File: src/rtl/layer_compositor_if.sv
// Pixel-stream bundle between the renderers, the layer compositor and the VGA pins.
// master drives the layer/bg/sync/mask inputs; slave is the compositor.
interface layer_compositor_if #(
  parameter int LAYERS     = 4,
  parameter int COLOR_BITS = 6
);
  logic                         i_hsync;
  logic                         i_vsync;
  logic                         i_visible;
  logic [9:0]                   i_hpos;
  logic [LAYERS-1:0]            i_layer_en;
  logic [LAYERS*COLOR_BITS-1:0] i_layer_rgb;
  logic [COLOR_BITS-1:0]        i_bg_lo;
  logic [COLOR_BITS-1:0]        i_bg_hi;
  logic                         i_mask_wr;
  logic [LAYERS-1:0]            i_mask;
  logic [LAYERS-1:0]            i_blink;
  logic                         i_frame_end;
  logic                         o_hsync_n;
  logic                         o_vsync_n;
  logic [COLOR_BITS-1:0]        o_rgb;
  logic [2:0]                   o_layer_id;

  modport master (
    output i_hsync, i_vsync, i_visible, i_hpos, i_layer_en, i_layer_rgb,
           i_bg_lo, i_bg_hi, i_mask_wr, i_mask, i_blink, i_frame_end,
    input  o_hsync_n, o_vsync_n, o_rgb, o_layer_id
  );
  modport slave (
    input  i_hsync, i_vsync, i_visible, i_hpos, i_layer_en, i_layer_rgb,
           i_bg_lo, i_bg_hi, i_mask_wr, i_mask, i_blink, i_frame_end,
    output o_hsync_n, o_vsync_n, o_rgb, o_layer_id
  );
endinterface

File: src/rtl/layer_compositor.sv
// Priority compositor: LAYERS overlay channels over a split floor/sky background,
// with frame-synchronous enable/blink masks and a PIPE-deep aligned output pipeline.
module layer_compositor #(
  parameter int LAYERS     = 4,
  parameter int COLOR_BITS = 6,
  parameter int PIPE       = 2,
  parameter int HALF_SIZE  = 320
) (
  input logic              clk,
  input logic              reset,
  layer_compositor_if.slave bus
);
  typedef struct packed {
    logic                  hs_n;
    logic                  vs_n;
    logic [COLOR_BITS-1:0] rgb;
    logic [2:0]            id;
  } pix_t;

  localparam pix_t PIX_RST = '{hs_n: 1'b1, vs_n: 1'b1, rgb: '0, id: 3'd7};

  logic [LAYERS-1:0]     r_pend_mask, r_pend_blink;
  logic [LAYERS-1:0]     r_act_mask, r_act_blink;
  logic [5:0]            r_frame_cnt;
  logic                  r_vsync_d;
  pix_t                  r_pipe [PIPE];

  logic [LAYERS-1:0]     w_elig;
  logic                  w_hit;
  logic [2:0]            w_win_id;
  logic [COLOR_BITS-1:0] w_win_rgb;
  pix_t                  w_stage0;

  // A coincident write and commit takes the fresh values straight into the active set.
  always_ff @(posedge clk or posedge reset) begin
    if (reset) begin
      r_pend_mask  <= '1;
      r_pend_blink <= '0;
      r_act_mask   <= '1;
      r_act_blink  <= '0;
    end else begin
      if (bus.i_mask_wr) begin
        r_pend_mask  <= bus.i_mask;
        r_pend_blink <= bus.i_blink;
      end
      if (bus.i_frame_end) begin
        r_act_mask  <= bus.i_mask_wr ? bus.i_mask  : r_pend_mask;
        r_act_blink <= bus.i_mask_wr ? bus.i_blink : r_pend_blink;
      end
    end
  end

  always_ff @(posedge clk or posedge reset) begin
    if (reset) begin
      r_vsync_d   <= 1'b0;
      r_frame_cnt <= '0;
    end else begin
      r_vsync_d <= bus.i_vsync;
      if (bus.i_vsync && !r_vsync_d)
        r_frame_cnt <= r_frame_cnt + 6'd1;
    end
  end

  assign w_elig = bus.i_layer_en & r_act_mask & ~(r_act_blink & {LAYERS{r_frame_cnt[5]}});

  always_comb begin
    w_hit     = 1'b0;
    w_win_id  = 3'd7;
    w_win_rgb = '0;
    // Walk from lowest priority upward so the lowest eligible index lands last.
    for (int k = LAYERS - 1; k >= 0; k--) begin
      if (w_elig[k]) begin
        w_hit     = 1'b1;
        w_win_id  = 3'(k);
        w_win_rgb = bus.i_layer_rgb[k*COLOR_BITS +: COLOR_BITS];
      end
    end
  end

  always_comb begin
    w_stage0.hs_n = ~bus.i_hsync;
    w_stage0.vs_n = ~bus.i_vsync;
    w_stage0.rgb  = '0;
    w_stage0.id   = 3'd7;
    if (bus.i_visible) begin
      if (w_hit) begin
        w_stage0.rgb = w_win_rgb;
        w_stage0.id  = w_win_id;
      end else begin
        w_stage0.rgb = (bus.i_hpos < 10'(HALF_SIZE)) ? bus.i_bg_lo : bus.i_bg_hi;
      end
    end
  end

  always_ff @(posedge clk or posedge reset) begin
    if (reset) begin
      for (int i = 0; i < PIPE; i++) r_pipe[i] <= PIX_RST;
    end else begin
      r_pipe[0] <= w_stage0;
      for (int i = 1; i < PIPE; i++) r_pipe[i] <= r_pipe[i-1];
    end
  end

  assign bus.o_hsync_n  = r_pipe[PIPE-1].hs_n;
  assign bus.o_vsync_n  = r_pipe[PIPE-1].vs_n;
  assign bus.o_rgb      = r_pipe[PIPE-1].rgb;
  assign bus.o_layer_id = r_pipe[PIPE-1].id;
endmodule

File: src/flat_wrapper.sv
// flat-port wrapper written by rule: the top's interface ports become plain ports
module layer_compositor_flat 
#(
  parameter int LAYERS     = 4,
  parameter int COLOR_BITS = 6,
  parameter int PIPE       = 2,
  parameter int HALF_SIZE  = 320
)
  (clk, reset, bus_i_hsync, bus_i_vsync, bus_i_visible, bus_i_hpos, bus_i_layer_en, bus_i_layer_rgb, bus_i_bg_lo, bus_i_bg_hi, bus_i_mask_wr, bus_i_mask, bus_i_blink, bus_i_frame_end, bus_o_hsync_n, bus_o_vsync_n, bus_o_rgb, bus_o_layer_id);
  layer_compositor_if #(.LAYERS(LAYERS), .COLOR_BITS(COLOR_BITS)) bus_i ();
  input logic clk;
  input logic reset;
  input wire logic [$bits(bus_i.i_hsync)-1:0] bus_i_hsync;
  input wire logic [$bits(bus_i.i_vsync)-1:0] bus_i_vsync;
  input wire logic [$bits(bus_i.i_visible)-1:0] bus_i_visible;
  input wire logic [$bits(bus_i.i_hpos)-1:0] bus_i_hpos;
  input wire logic [$bits(bus_i.i_layer_en)-1:0] bus_i_layer_en;
  input wire logic [$bits(bus_i.i_layer_rgb)-1:0] bus_i_layer_rgb;
  input wire logic [$bits(bus_i.i_bg_lo)-1:0] bus_i_bg_lo;
  input wire logic [$bits(bus_i.i_bg_hi)-1:0] bus_i_bg_hi;
  input wire logic [$bits(bus_i.i_mask_wr)-1:0] bus_i_mask_wr;
  input wire logic [$bits(bus_i.i_mask)-1:0] bus_i_mask;
  input wire logic [$bits(bus_i.i_blink)-1:0] bus_i_blink;
  input wire logic [$bits(bus_i.i_frame_end)-1:0] bus_i_frame_end;
  output wire logic [$bits(bus_i.o_hsync_n)-1:0] bus_o_hsync_n;
  output wire logic [$bits(bus_i.o_vsync_n)-1:0] bus_o_vsync_n;
  output wire logic [$bits(bus_i.o_rgb)-1:0] bus_o_rgb;
  output wire logic [$bits(bus_i.o_layer_id)-1:0] bus_o_layer_id;
  assign bus_i.i_hsync = bus_i_hsync;
  assign bus_i.i_vsync = bus_i_vsync;
  assign bus_i.i_visible = bus_i_visible;
  assign bus_i.i_hpos = bus_i_hpos;
  assign bus_i.i_layer_en = bus_i_layer_en;
  assign bus_i.i_layer_rgb = bus_i_layer_rgb;
  assign bus_i.i_bg_lo = bus_i_bg_lo;
  assign bus_i.i_bg_hi = bus_i_bg_hi;
  assign bus_i.i_mask_wr = bus_i_mask_wr;
  assign bus_i.i_mask = bus_i_mask;
  assign bus_i.i_blink = bus_i_blink;
  assign bus_i.i_frame_end = bus_i_frame_end;
  assign bus_o_hsync_n = bus_i.o_hsync_n;
  assign bus_o_vsync_n = bus_i.o_vsync_n;
  assign bus_o_rgb = bus_i.o_rgb;
  assign bus_o_layer_id = bus_i.o_layer_id;
  layer_compositor #(.LAYERS(LAYERS), .COLOR_BITS(COLOR_BITS), .PIPE(PIPE), .HALF_SIZE(HALF_SIZE)) u_core (.clk(clk), .reset(reset), .bus(bus_i));
endmodule
File: config.mk
export PLATFORM = sky130hd
export DESIGN_NAME = layer_compositor_flat
export DESIGN_NICKNAME = d
export VERILOG_FILES = /design/src/rtl/layer_compositor_if.sv /design/src/rtl/layer_compositor.sv /design/src/flat_wrapper.sv
export SDC_FILE = /design/constraint.sdc
export NUM_CORES = 1
export LEC_CHECK = 0
export CAP_MARGIN = 20
export CORE_ASPECT_RATIO = 0.6
export CORE_MARGIN = 2
export CORE_UTILIZATION = 45
export CTS_BUF_LIST = sky130_fd_sc_hd__clkbuf_4 sky130_fd_sc_hd__clkbuf_8
export DETAILED_ROUTE_END_ITERATION = 6
export PLACE_DENSITY = 0.9
export SETUP_SLACK_MARGIN = 0.5
export SKIP_LAST_GASP = 1
export SYNTH_ARGS = -nofsm -noshare
export SYNTH_HDL_FRONTEND = slang
export SYNTH_SLANG_ARGS = --single-unit
File: constraint.sdc
create_clock -name clk -period 1.6 [get_ports clk]
set_input_delay 0.24 -clock clk [delete_from_list [all_inputs] [get_ports clk]]
set_output_delay 0.24 -clock clk [all_outputs]
set_load 0.01 [all_outputs]
==> results of run 1 <==
layout by cell type (no fill, tap or decap), types with 2 or more instances in the layout:
| master | synthesis | final |
|---|---|---|
| o22ai_2 | 0 | 2 |
| clkbuf_8 | 0 | 5 |
| dlygate4sd2_1 | 0 | 3 |
| buf_6 | 0 | 6 |
| clkinvlp_4 | 0 | 2 |
| xnor2_1 | 3 | 3 |
| clkdlybuf4s50_1 | 0 | 55 |
| nand4_1 | 2 | 2 |
| o22ai_1 | 5 | 3 |
| nand2_1 | 8 | 6 |
| buf_4 | 9 | 7 |
| o221ai_2 | 0 | 4 |
| mux2_2 | 9 | 9 |
| buf_12 | 0 | 3 |
| dfstp_2 | 18 | 18 |
| mux2i_1 | 6 | 6 |
| a221oi_2 | 2 | 6 |
| inv_1 | 4 | 3 |
| nand2_4 | 0 | 2 |
| o221ai_1 | 6 | 2 |
| and2_4 | 1 | 4 |
| xor2_1 | 2 | 2 |
| mux2_1 | 8 | 7 |
| buf_2 | 1 | 6 |
| dfrtp_1 | 27 | 26 |
cells by family (layout without fill, tap and decap cells):
logic type / count (synthesis) / after routing / share of synthesized area [%]
mux: 23 / 23 / 13.15
flops: 45 / 45 / 60.08
simple gates: 23 / 23 / 6.545
fa+ha+maj: 1 / 1 / 0.6543
xor+xnor: 5 / 5 / 2.291
buf+inv: 18 / 92 / 5.431
compound gates: 25 / 25 / 11.84
registers in the layout (all words and copies together) (netlist names):
signal / flops
u_core.bus.o_rgb: 6
u_core.r_frame_cnt: 6
u_core.r_vsync_d: 1
u_core.r_pipe: 11
u_core.bus.o_layer_id: 3
u_core.r_pend_mask: 4
u_core.bus.o_vsync_n: 1
u_core.r_act_mask: 4
u_core.bus.o_hsync_n: 1
u_core.r_pend_blink: 4
u_core.r_act_blink: 4
per-layer routing:
metal | up-vias | GRT usage [%] | routed length, um
met5 | - | 0 | 0
met4 | 0 | 6.061 | 82
met3 | 13 | 6.184 | 341
met2 | 67 | 33.46 | 2469
met1 | 677 | 27.39 | 2021
li1 | 643 | - | -
layout make-up:
type | count | share of cell area [%]
clock inverters | 3 | 0.8439
inverters | 4 | 0.6329
repair buffers | 80 | 26.54
well taps | 60 | 2.532
clock buffers | 5 | 2.321
flip-flops and latches | 45 | 38.78
multi-input cells | 77 | 28.35
metrics by stage:
step | total power [mW] | setup TNS (ns)
6_report | 3.094 | 0
5_1_grt | 3.239 | 0
4_1_cts | 3.003 | 0
3_5_place_dp | 2.226 | -0.3548
3_3_place_gp | 2.189 | -0.06735
2_1_floorplan | 1.929 | 0
timing repair:
item,CTS,global route
endpoints found under the setup margin,32,17
hold endpoints to repair,0,0
buffers inserted,3,2
pin swaps,17,9
gates resized for setup,68,13
worst min path at each step:
stage,from,to,slack [ns],cells past startpoint
3_3_place_gp,u_core.r_pipe[14],u_core.bus.o_rgb[0],0.33,0
3_5_place_dp,u_core.r_pipe[19],u_core.bus.o_rgb[5],0.34,0
4_1_cts,bus_i_vsync,u_core.r_vsync_d,0.21,1
5_1_grt,bus_i_vsync,u_core.r_vsync_d,0.22,1
6_report,bus_i_vsync,u_core.r_vsync_d,0.23,1
2_1_floorplan,reset,u_core.bus.o_rgb[0],0.24,1
where the power goes:
group | leakage [nW] | internal [mW] | total, mW | switching (mW)
combinational | 0.658 | 0.482 | 0.859 | 0.377
sequential | 0.520 | 1.38 | 1.51 | 0.131
clock | 0.0447 | 0.315 | 0.724 | 0.408
==> out/results.tsv, run 1 <==
stage	metric	value	unit
setup_path	Worst Reg-to-Reg Cells	4	
setup_path	CP delay by family, top	simple AND/OR/NAND/NOR gates	
cts	htree depth	2	
die	core area	4099	sq um
power_and_ir_drop	worst vdd ir	558.9	uV
setup_path	CP endpoint kind	flip-flop	
timing	RSZ-0062 raised after global routing	true	
placement	Area after DPL	2695	sq um
setup_path	R2R setup slack	0.09	ns
die	io pins	76	
global_routing	vias in the first global route	1437	
placement	placed insts	261	
cts	post-cts hold buffer count	0	
yosys	Syn Nets	206	
timing	relative slew slack	73.99	%
final_layout	utilization after layout	72.34	%
global_routing	first-pass GRT wire length	7065	um
power_and_ir_drop	leakage power total	1.222	nW
detailed_routing	average vias per placed instance	5.109	
die	Starting Density	46.64	%
final_layout	ANT cells	0	
setup_path	max incr delay on CP	0.46	ns
yosys	share of the yosys chip area belonging to registers	60.08	%
global_routing	grt ovf	0	
power_and_ir_drop	PwrDens	1043	nW/um^2
die	chip height	54.49	um
setup_path	CP bufs+invs	0	
yosys	mapped cell area	1912	sq um
timing	Fin. Hold Viols	0	
yosys	Synth warnings	0	
timing	Layout Skew	0.01378	ns
setup_path	CP max-delay cell	dfrtp_2	
timing	Worst Max-Slew Pin Slew	0.3889	ns
final_layout	Synth-to-Final Area Change	55.10	%
final_layout	# fillers	277	
job	max-cap viol count	0	
setup_path	worst setup path start	u_core.r_frame_cnt[5]	
timing	final setup vio count	0	
global_routing	largest net degree at the start of global routing	32	
detailed_routing	first-pass iteration count of the detailed router	4	
setup_path	origin of the critical flop-to-flop path	u_core.r_frame_cnt[5]	
timing	Final period util	94.56	%
setup_path	CP Data Arrival Time	1.73	ns
yosys	synth top area cells	dfrtp_1 (35%), dfstp_2 (25%), mux2_2 (5.3%)	
cts	Max clock buf depth	2	
yosys	most common cell in the synthesized netlist	dfrtp_1	
setup_path	startpoint types	flip-flop	
setup_path	Cell Chain, Critical Path	and2_4, a2bb2oi_4, nand4b_1, o22ai_1	
yosys	predominant post-synthesis flop cell	dfrtp_1	
yosys	Yosys cell types	37	
placement	post-place setup slack	-0.07981	ns
yosys	Syn Inst Count	140	
yosys	area leader, netlist	dfrtp_1	
die	Die Wd	88.15	um
setup_path	Worst path depth	4	
setup_path	Critical path destination	u_core.r_pipe[17]	
cts	Clock Latency Late Sink	0.30	ns
timing	fmax	660.9	MHz
final_layout	Final nets	279	
setup_path	Critical Path RT	1.82	ns
final_layout	share of cells above drive strength 1	42.52	%
final_layout	Post-Layout Inst Area	2965	sq um
yosys	register bit total from synthesis	45	
die	die area	4803	sq um
yosys	EDFF count, synth	0	
die	row count	18	
detailed_routing	final antenna-violating net count	0	
cts	clk sinks	45	
cts	clock tree from TritonCTS	done	
timing	fin crit period	1.513	ns
timing	max-slew violations	0	
yosys	Async SR Flop Fraction	100.0	%
final_layout	post-route non-filler standard cell count	274	
final_layout	multi-input logic area	840.8	sq um
placement	I/O Buffers	69	
setup_path	Crit Path Class	reg2reg	
cts	CTS root buf	clkbuf_8	
placement	GPL Wtd Cong	0.8349	
timing	fin worst setup slack	0.08699	ns
yosys	Avg Cell Area, Syn	13.66	sq um
final_layout	register area	1150	sq um
outcome	status	finished clean	
global_routing	initial antenna violation count	0	
yosys	Synth top area share	35.34	%
yosys	Post-synth top cells	dfrtp_1 (27), dfstp_2 (18), buf_4 (9), mux2_2 (9)	
global_routing	Total Routing Usage GR	20.63	%
cts	clock-pin slew on the worst setup and hold paths	0.10	ns
detailed_routing	DR vias	1400	
detailed_routing	number of remaining DRC errors	0	
detailed_routing	wire per inst	17.93	um
setup_path	worst r2r dst	u_core.r_pipe[17]	
placement	hpwl dp	3440	um
detailed_routing	final wirelength	4914	um
setup_path	critical-path maximum fanout	6	
detailed_routing	initial drt markers	64	
timing	hold_ws	0.2254	ns
worst_hold_path	Hold Crit Class	in2reg	
cts	CTS buffer count	5	
(Power assumes the default switching activity.)
==> inputs of run 2 (changes only) <==
- REMOVE_ABC_BUFFERS: unset -> 1
==> run 2 against run 1 <==
  * Via count rose by 3.4%
  * Worst setup slack better by 0.0047 ns
  * Global-route usage down 0.25 points
  * Sequential cell count stayed put
  * Clock power is 2% higher
  * Cell count is 2.2% higher
  * Non-clock buffer count increased by 6
  * Sequential power about the same
  * Largest cell class unchanged
  * Largest power group unchanged
  * Clock skew down 0.0043 ns
==> out/results.tsv, run 2 (synthesis gave the netlist of run 1 again) <==
stage	metric	value	unit	change
outcome	status	finished clean		
global_routing	largest net degree at the start of global routing	46		+44%
power_and_ir_drop	worst vdd ir	560.8	uV	+0.34%
final_layout	most common cell after layout, fill and taps aside	clkdlybuf4s50_1		
die	Die Wd	88.15	um	unchanged
setup_path	CP delay by family, top	buffers and inverters		
final_layout	ANT cells	0		unchanged
cts	clock-pin slew on the worst setup and hold paths	0.09	ns	about the same
power_and_ir_drop	switching power	0.9503	mW	+3.8%
setup_path	max incr delay on CP	0.85	ns	+0.39 ns
detailed_routing	first-pass iteration count of the detailed router	4		unchanged
timing	max-slew violations	0		unchanged
die	io pins	76		unchanged
final_layout	Reg with most FFs	u_core.r_pipe		
setup_path	startpoint types	primary input		
final_layout	register area	1150	sq um	unchanged
timing	RSZ-0062 raised after global routing	true		
global_routing	Total Routing Usage GR	20.38	%	-0.25 points
detailed_routing	final antenna-violating net count	0		unchanged
power_and_ir_drop	sequential power share	47.8	%	-1.1 points
final_layout	Final nets	285		+2.2%
setup_path	CP bufs+invs	1		+1
die	row count	18		unchanged
detailed_routing	wire per inst	18.70	um	+4.3%
setup_path	Crit Path Class	in2reg		
power_and_ir_drop	power share of the clock group	23.3	%	about the same
final_layout	leading cell types in the layout, fill and taps excluded	clkdlybuf4s50_1 (55), dfrtp_1 (26), dfstp_2 (18), buf_4 (12)		
global_routing	first-pass GRT wire length	6865	um	-2.8%
global_routing	grt ovf	0		unchanged
cts	CTS buffer count	5		unchanged
timing	fin crit period	1.508	ns	-0.004746 ns
cts	CTS root buf	clkbuf_8		
timing	Final period util	94.27	%	-0.30 points
placement	hpwl dp	3326	um	-3.3%
timing	fmax	663.0	MHz	+0.31%
global_routing	vias in the first global route	1406		-2.2%
die	chip height	54.49	um	unchanged
detailed_routing	average vias per placed instance	5.171		+1.2%
timing	Worst Max-Slew Pin Slew	0.5906	ns	+0.2017 ns
detailed_routing	DR vias	1448		+3.4%
final_layout	multi-input logic area	838.3	sq um	-0.30%
power_and_ir_drop	combinational fraction of design power	28.9	%	+1.1 points
detailed_routing	final wirelength	5236	um	+6.6%
power_and_ir_drop	Tot Pwr	3.167	mW	+2.4%
timing	fin worst setup slack	0.09174	ns	+0.004746 ns
detailed_routing	number of remaining DRC errors	0		unchanged
worst_hold_path	Hold Crit Class	in2reg		
setup_path	Critical Path RT	1.82	ns	about the same
final_layout	Synth-to-Final Area Change	56.87	%	
cts	clk sinks	45		unchanged
setup_path	critical-path maximum fanout	10		+4
cts	Max clock buf depth	2		unchanged
timing	final setup vio count	0		unchanged
setup_path	CP Data Arrival Time	1.73	ns	about the same
power_and_ir_drop	Sw Ratio	30.01	%	+0.40 points
timing	hold_ws	0.1948	ns	-0.03054 ns
power_and_ir_drop	P_int	2.216	mW	+1.8%
power_and_ir_drop	leakage power total	1.241	nW	+1.5%
placement	I/O Buffers	69		unchanged
setup_path	CP max-delay cell	clkdlybuf4s50_1		
setup_path	Cell Chain, Critical Path	clkdlybuf4s50_1, nand4b_1, o22ai_1		
power_and_ir_drop	PwrDens	1056	nW/um^2	+1.2%
global_routing	initial antenna violation count	0		unchanged
die	Starting Density	46.64	%	unchanged
setup_path	CP endpoint kind	flip-flop		
placement	post-place setup slack	-0.05644	ns	+0.02337 ns
cts	Clock Latency Late Sink	0.31	ns	about the same
cts	post-cts hold buffer count	0		unchanged
job	max-cap viol count	0		unchanged
cts	clock tree from TritonCTS	done		
timing	relative slew slack	60.50	%	-13 points
final_layout	Largest register FFs	11		unchanged
die	core area	4099	sq um	unchanged
detailed_routing	initial drt markers	77		+20%
timing	Fin. Hold Viols	0		unchanged
die	die area	4803	sq um	unchanged
timing	Layout Skew	0.009484	ns	-0.004292 ns
final_layout	# fillers	267		-3.6%
final_layout	share of cells above drive strength 1	42.27	%	-0.25 points
cts	htree depth	2		unchanged
placement	GPL Wtd Cong	0.7646		-8.4%
-- run 2: changes by cell type in the layout (fill, tap and decap cells not counted), moves of 2 or more --
cell and change:
o221ai_1 -2, o221ai_4 +2, buf_6 +2, buf_4 +5
-- run 2: worst paths after layout --
path                                           start                   end  slack [ns]  cells after the start
max in group asynchronous                      reset  u_core.r_act_mask[0]        1.03                      3
worst min register to register     u_core.r_pipe[18]   u_core.bus.o_rgb[4]        0.35                      0
worst max register to register  u_core.r_act_mask[3]     u_core.r_pipe[17]        0.11                      4
min in group asynchronous                      reset   u_core.bus.o_rgb[3]        0.30                      3
worst min-delay path                     bus_i_vsync      u_core.r_vsync_d        0.19                      1
worst max-delay path                   bus_i_visible     u_core.r_pipe[16]        0.09                      3
-- run 2: through the flow --
stage               cells  setup TNS, ns  utilization (%)  area (sq um)
floorplan             126              0                -          1823
global placement      264        -0.1267            65.11          2669
detailed placement    264        -0.2426            65.11          2669
CTS                   274              0            69.51          2849
global route          280              0            73.17          2999
finish                280              0            73.17          2999
-- run 2: area by class of cell --
cell class,count,share of cell area [%]
tap,60,2.503
inverter,4,0.5006
timing repair buffer,86,27.58
multi-input combinational,77,27.95
sequential,45,38.34
clock buffer,5,2.295
clock inverter,3,0.8344
-- run 2: power groups by stage --
stage	logic, mW	clock network, mW	registers (mW)
after detailed placement	0.693	0	1.52
final	0.916	0.738	1.51
after global routing	0.974	0.810	1.54
after CTS	0.741	0.753	1.51
after floorplan	0.333	0	1.51
after global placement	0.671	0	1.51
-- run 2: what timing repair did --
item,in CTS,in global routing
setup endpoints to repair,31,17
gates resized for setup,70,16
setup buffers,2,6
pin swaps,4,8
-- run 2: per-layer routing --
layer | track usage (%) | vias to the layer above | part of all wire (%)
li1 | - | 657 | -
met1 | 26.31 | 728 | 42
met2 | 33.84 | 56 | 52
met3 | 5.732 | 7 | 5.4
met4 | 7.071 | 0 | 0.99
met5 | 0 | - | 0
==> inputs of run 3 (changes only) <==
- clock period: 1.6 -> 1.62 ns (I/O delays scaled with it)
==> run 3 against run 2 <==
  * Clock power shrank 3.1%
  * Utilization decreased by 0.21 points
  * Largest cell class unchanged
  * Via count increased by 1.2%
  * Worst setup slack got worse by 0.0087 ns
  * Die area unchanged
  * Critical path type is now reg2reg
  * First-iteration DRC count is 3.9% higher
  * Critical endpoint is now u_core.r_pipe[14]
  * Count of clock-buffer cells in the layout grew 1
  * Register-to-register slack worse by 0.03 ns
  * Global-route usage is 0.48 points lower
  * Total power fell by 1.7%
  * Combinational power fell by 2%
==> out/results.tsv, run 3 (synthesis gave the netlist of run 1 again) <==
stage	metric	value	unit	change
outcome	status	finished clean		
detailed_routing	number of remaining DRC errors	0		unchanged
power_and_ir_drop	leakage power total	1.251	nW	+0.82%
cts	Max clock buf depth	2		unchanged
die	chip height	54.49	um	unchanged
setup_path	max incr delay on CP	0.46	ns	-0.39 ns
global_routing	initial antenna violation count	0		unchanged
worst_hold_path	worst min-delay path startpoint	bus_i_vsync		
detailed_routing	final antenna-violating net count	0		unchanged
timing	Worst Max-Slew Pin Slew	0.4278	ns	-0.1628 ns
final_layout	share of cells above drive strength 1	43.24	%	+0.97 points
power_and_ir_drop	Tot Pwr	3.114	mW	-1.7%
final_layout	post-route non-filler standard cell count	282		+0.71%
die	Starting Density	46.64	%	unchanged
worst_hold_path	Worst Hold End	u_core.r_vsync_d		
detailed_routing	final wirelength	5145	um	-1.7%
final_layout	Final nets	287		+0.70%
worst_hold_path	WHS Path Cells	1		unchanged
cts	clock tree from TritonCTS	done		
cts	CTS root buf	clkbuf_8		
timing	Final period util	94.88	%	
detailed_routing	wire per inst	18.24	um	-2.4%
cts	CTS buffer count	5		unchanged
global_routing	vias in the first global route	1385		-1.5%
setup_path	Critical Path RT	1.84	ns	+0.02 ns
setup_path	R2R setup slack	0.08	ns	-0.03 ns
setup_path	startpoint types	flip-flop		
timing	max-slew violations	0		unchanged
die	core area	4099	sq um	unchanged
timing	Fin. Hold Viols	0		unchanged
timing	fmax	650.6	MHz	
timing	final setup vio count	0		unchanged
setup_path	CP Data Arrival Time	1.75	ns	+0.02 ns
detailed_routing	initial drt markers	80		+3.9%
setup_path	worst r2r dst	u_core.r_pipe[14]		
global_routing	grt ovf	0		unchanged
die	io pins	76		unchanged
job	max-cap viol count	0		unchanged
power_and_ir_drop	PwrDens	1041	nW/um^2	-1.4%
final_layout	Reg with most FFs	u_core.r_pipe		
final_layout	leading cell types in the layout, fill and taps excluded	clkdlybuf4s50_1 (55), dfrtp_1 (26), dfstp_2 (18), buf_4 (14)		
final_layout	ANT cells	0		unchanged
setup_path	worst setup path start	u_core.r_frame_cnt[5]		
global_routing	largest net degree at the start of global routing	46		unchanged
setup_path	CP endpoint kind	flip-flop		
detailed_routing	first-pass iteration count of the detailed router	4		unchanged
power_and_ir_drop	worst vdd ir	614.2	uV	+9.5%
placement	hpwl dp	3299	um	-0.80%
die	row count	18		unchanged
setup_path	critical-path maximum fanout	6		-4
final_layout	Largest register FFs	11		unchanged
placement	I/O Buffers	69		unchanged
cts	clock-pin slew on the worst setup and hold paths	0.09	ns	about the same
detailed_routing	average vias per placed instance	5.195		+0.46%
placement	GPL Wtd Cong	0.7791		+1.9%
setup_path	Cell Chain, Critical Path	and2_4, a2bb2oi_4, nand4b_1, o22ai_1		
placement	placed insts	261		-1.1%
timing	Layout Skew	0.01431	ns	+0.004824 ns
timing	relative slew slack	71.39	%	+11 points
setup_path	origin of the critical flop-to-flop path	u_core.r_frame_cnt[5]		
cts	Clock Latency Late Sink	0.31	ns	about the same
cts	post-cts hold buffer count	0		unchanged
timing	fin crit period	1.537	ns	
global_routing	Total Routing Usage GR	19.91	%	-0.48 points
setup_path	CP max-delay cell	dfrtp_2		
setup_path	Crit Path Class	reg2reg		
die	Die Wd	88.15	um	unchanged
final_layout	utilization after layout	72.95	%	-0.21 points
cts	clk sinks	45		unchanged
timing	RSZ-0062 raised after global routing	true		
worst_hold_path	Hold Crit Class	in2reg		
setup_path	Worst Reg-to-Reg Cells	4		unchanged
final_layout	Synth-to-Final Area Change	56.41	%	
die	die area	4803	sq um	unchanged
cts	htree depth	2		unchanged
final_layout	most common cell after layout, fill and taps aside	clkdlybuf4s50_1		
global_routing	first-pass GRT wire length	6748	um	-1.7%
detailed_routing	DR vias	1465		+1.2%
==> run 3: cell count changes in the layout (fill, tap and decap cells not counted), moves of 2 or more <==
cell	before	now
buf_4	12	14
o221ai_4	2	0
o221ai_1	0	2
inv_6	2	0
==> run 3: power by group <==
part / switching (mW) / internal [mW]
clock: 0.394 / 0.321
combinational: 0.391 / 0.506
sequential: 0.138 / 1.36
total: 0.924 / 2.19
==> run 3: critical path: cells and delay by family (launching register included) <==
family	cells	cell delay (ns)
compound gates	2	0.45
flops	1	0.46
simple gates	2	0.53
==> run 3: metal layers <==
layer | global-route usage [%] | routed length (um) | up-vias
li1 | - | - | 661
met5 | 0 | 0 | -
met2 | 32.20 | 2615 | 54
met1 | 25.92 | 2197 | 741
met3 | 6.033 | 221 | 9
met4 | 7.323 | 111 | 0
==> run 3: worst max-delay path by stage <==
stage,slack [ns],to
after floorplan,0.30,u_core.r_pipe[17]
after global placement,-0.06,u_core.r_pipe[15]
after detailed placement,-0.08,u_core.r_pipe[16]
after CTS,0.21,u_core.r_pipe[16]
after global routing,0.006,u_core.r_pipe[14]
final,0.08,u_core.r_pipe[14]
==> run 3: stage by stage <==
step                hold WS (ns)  TNS [ns]  setup slack [ns]  area (sq um)
finish                    0.2159         0           0.08299          2990
global route              0.2227         0          0.006479          2990
CTS                       0.2144         0            0.2072          2851
detailed placement        0.3363   -0.2961          -0.07886          2646
global placement          0.3330   -0.1721          -0.06007          2646
floorplan                 0.2692         0            0.2999          1823
==> run 3: area by class of cell <==
type	instances	area (sq um)
multi-input cells	77	825.8
repair buffers	88	833.3
clock inverters	2	15.01
inverters	4	15.01
flip-flops and latches	45	1150
well taps	60	75.07
fillers	282	1109
clock buffers	6	76.32
==> run 3: what timing repair did <==
action | in CTS | in global routing
endpoints found under the hold margin | 0 | 0
buffers inserted | 5 | 8
resized for setup | 72 | 17
endpoints found under the setup margin | 31 | 15
pin swaps | 10 | 10
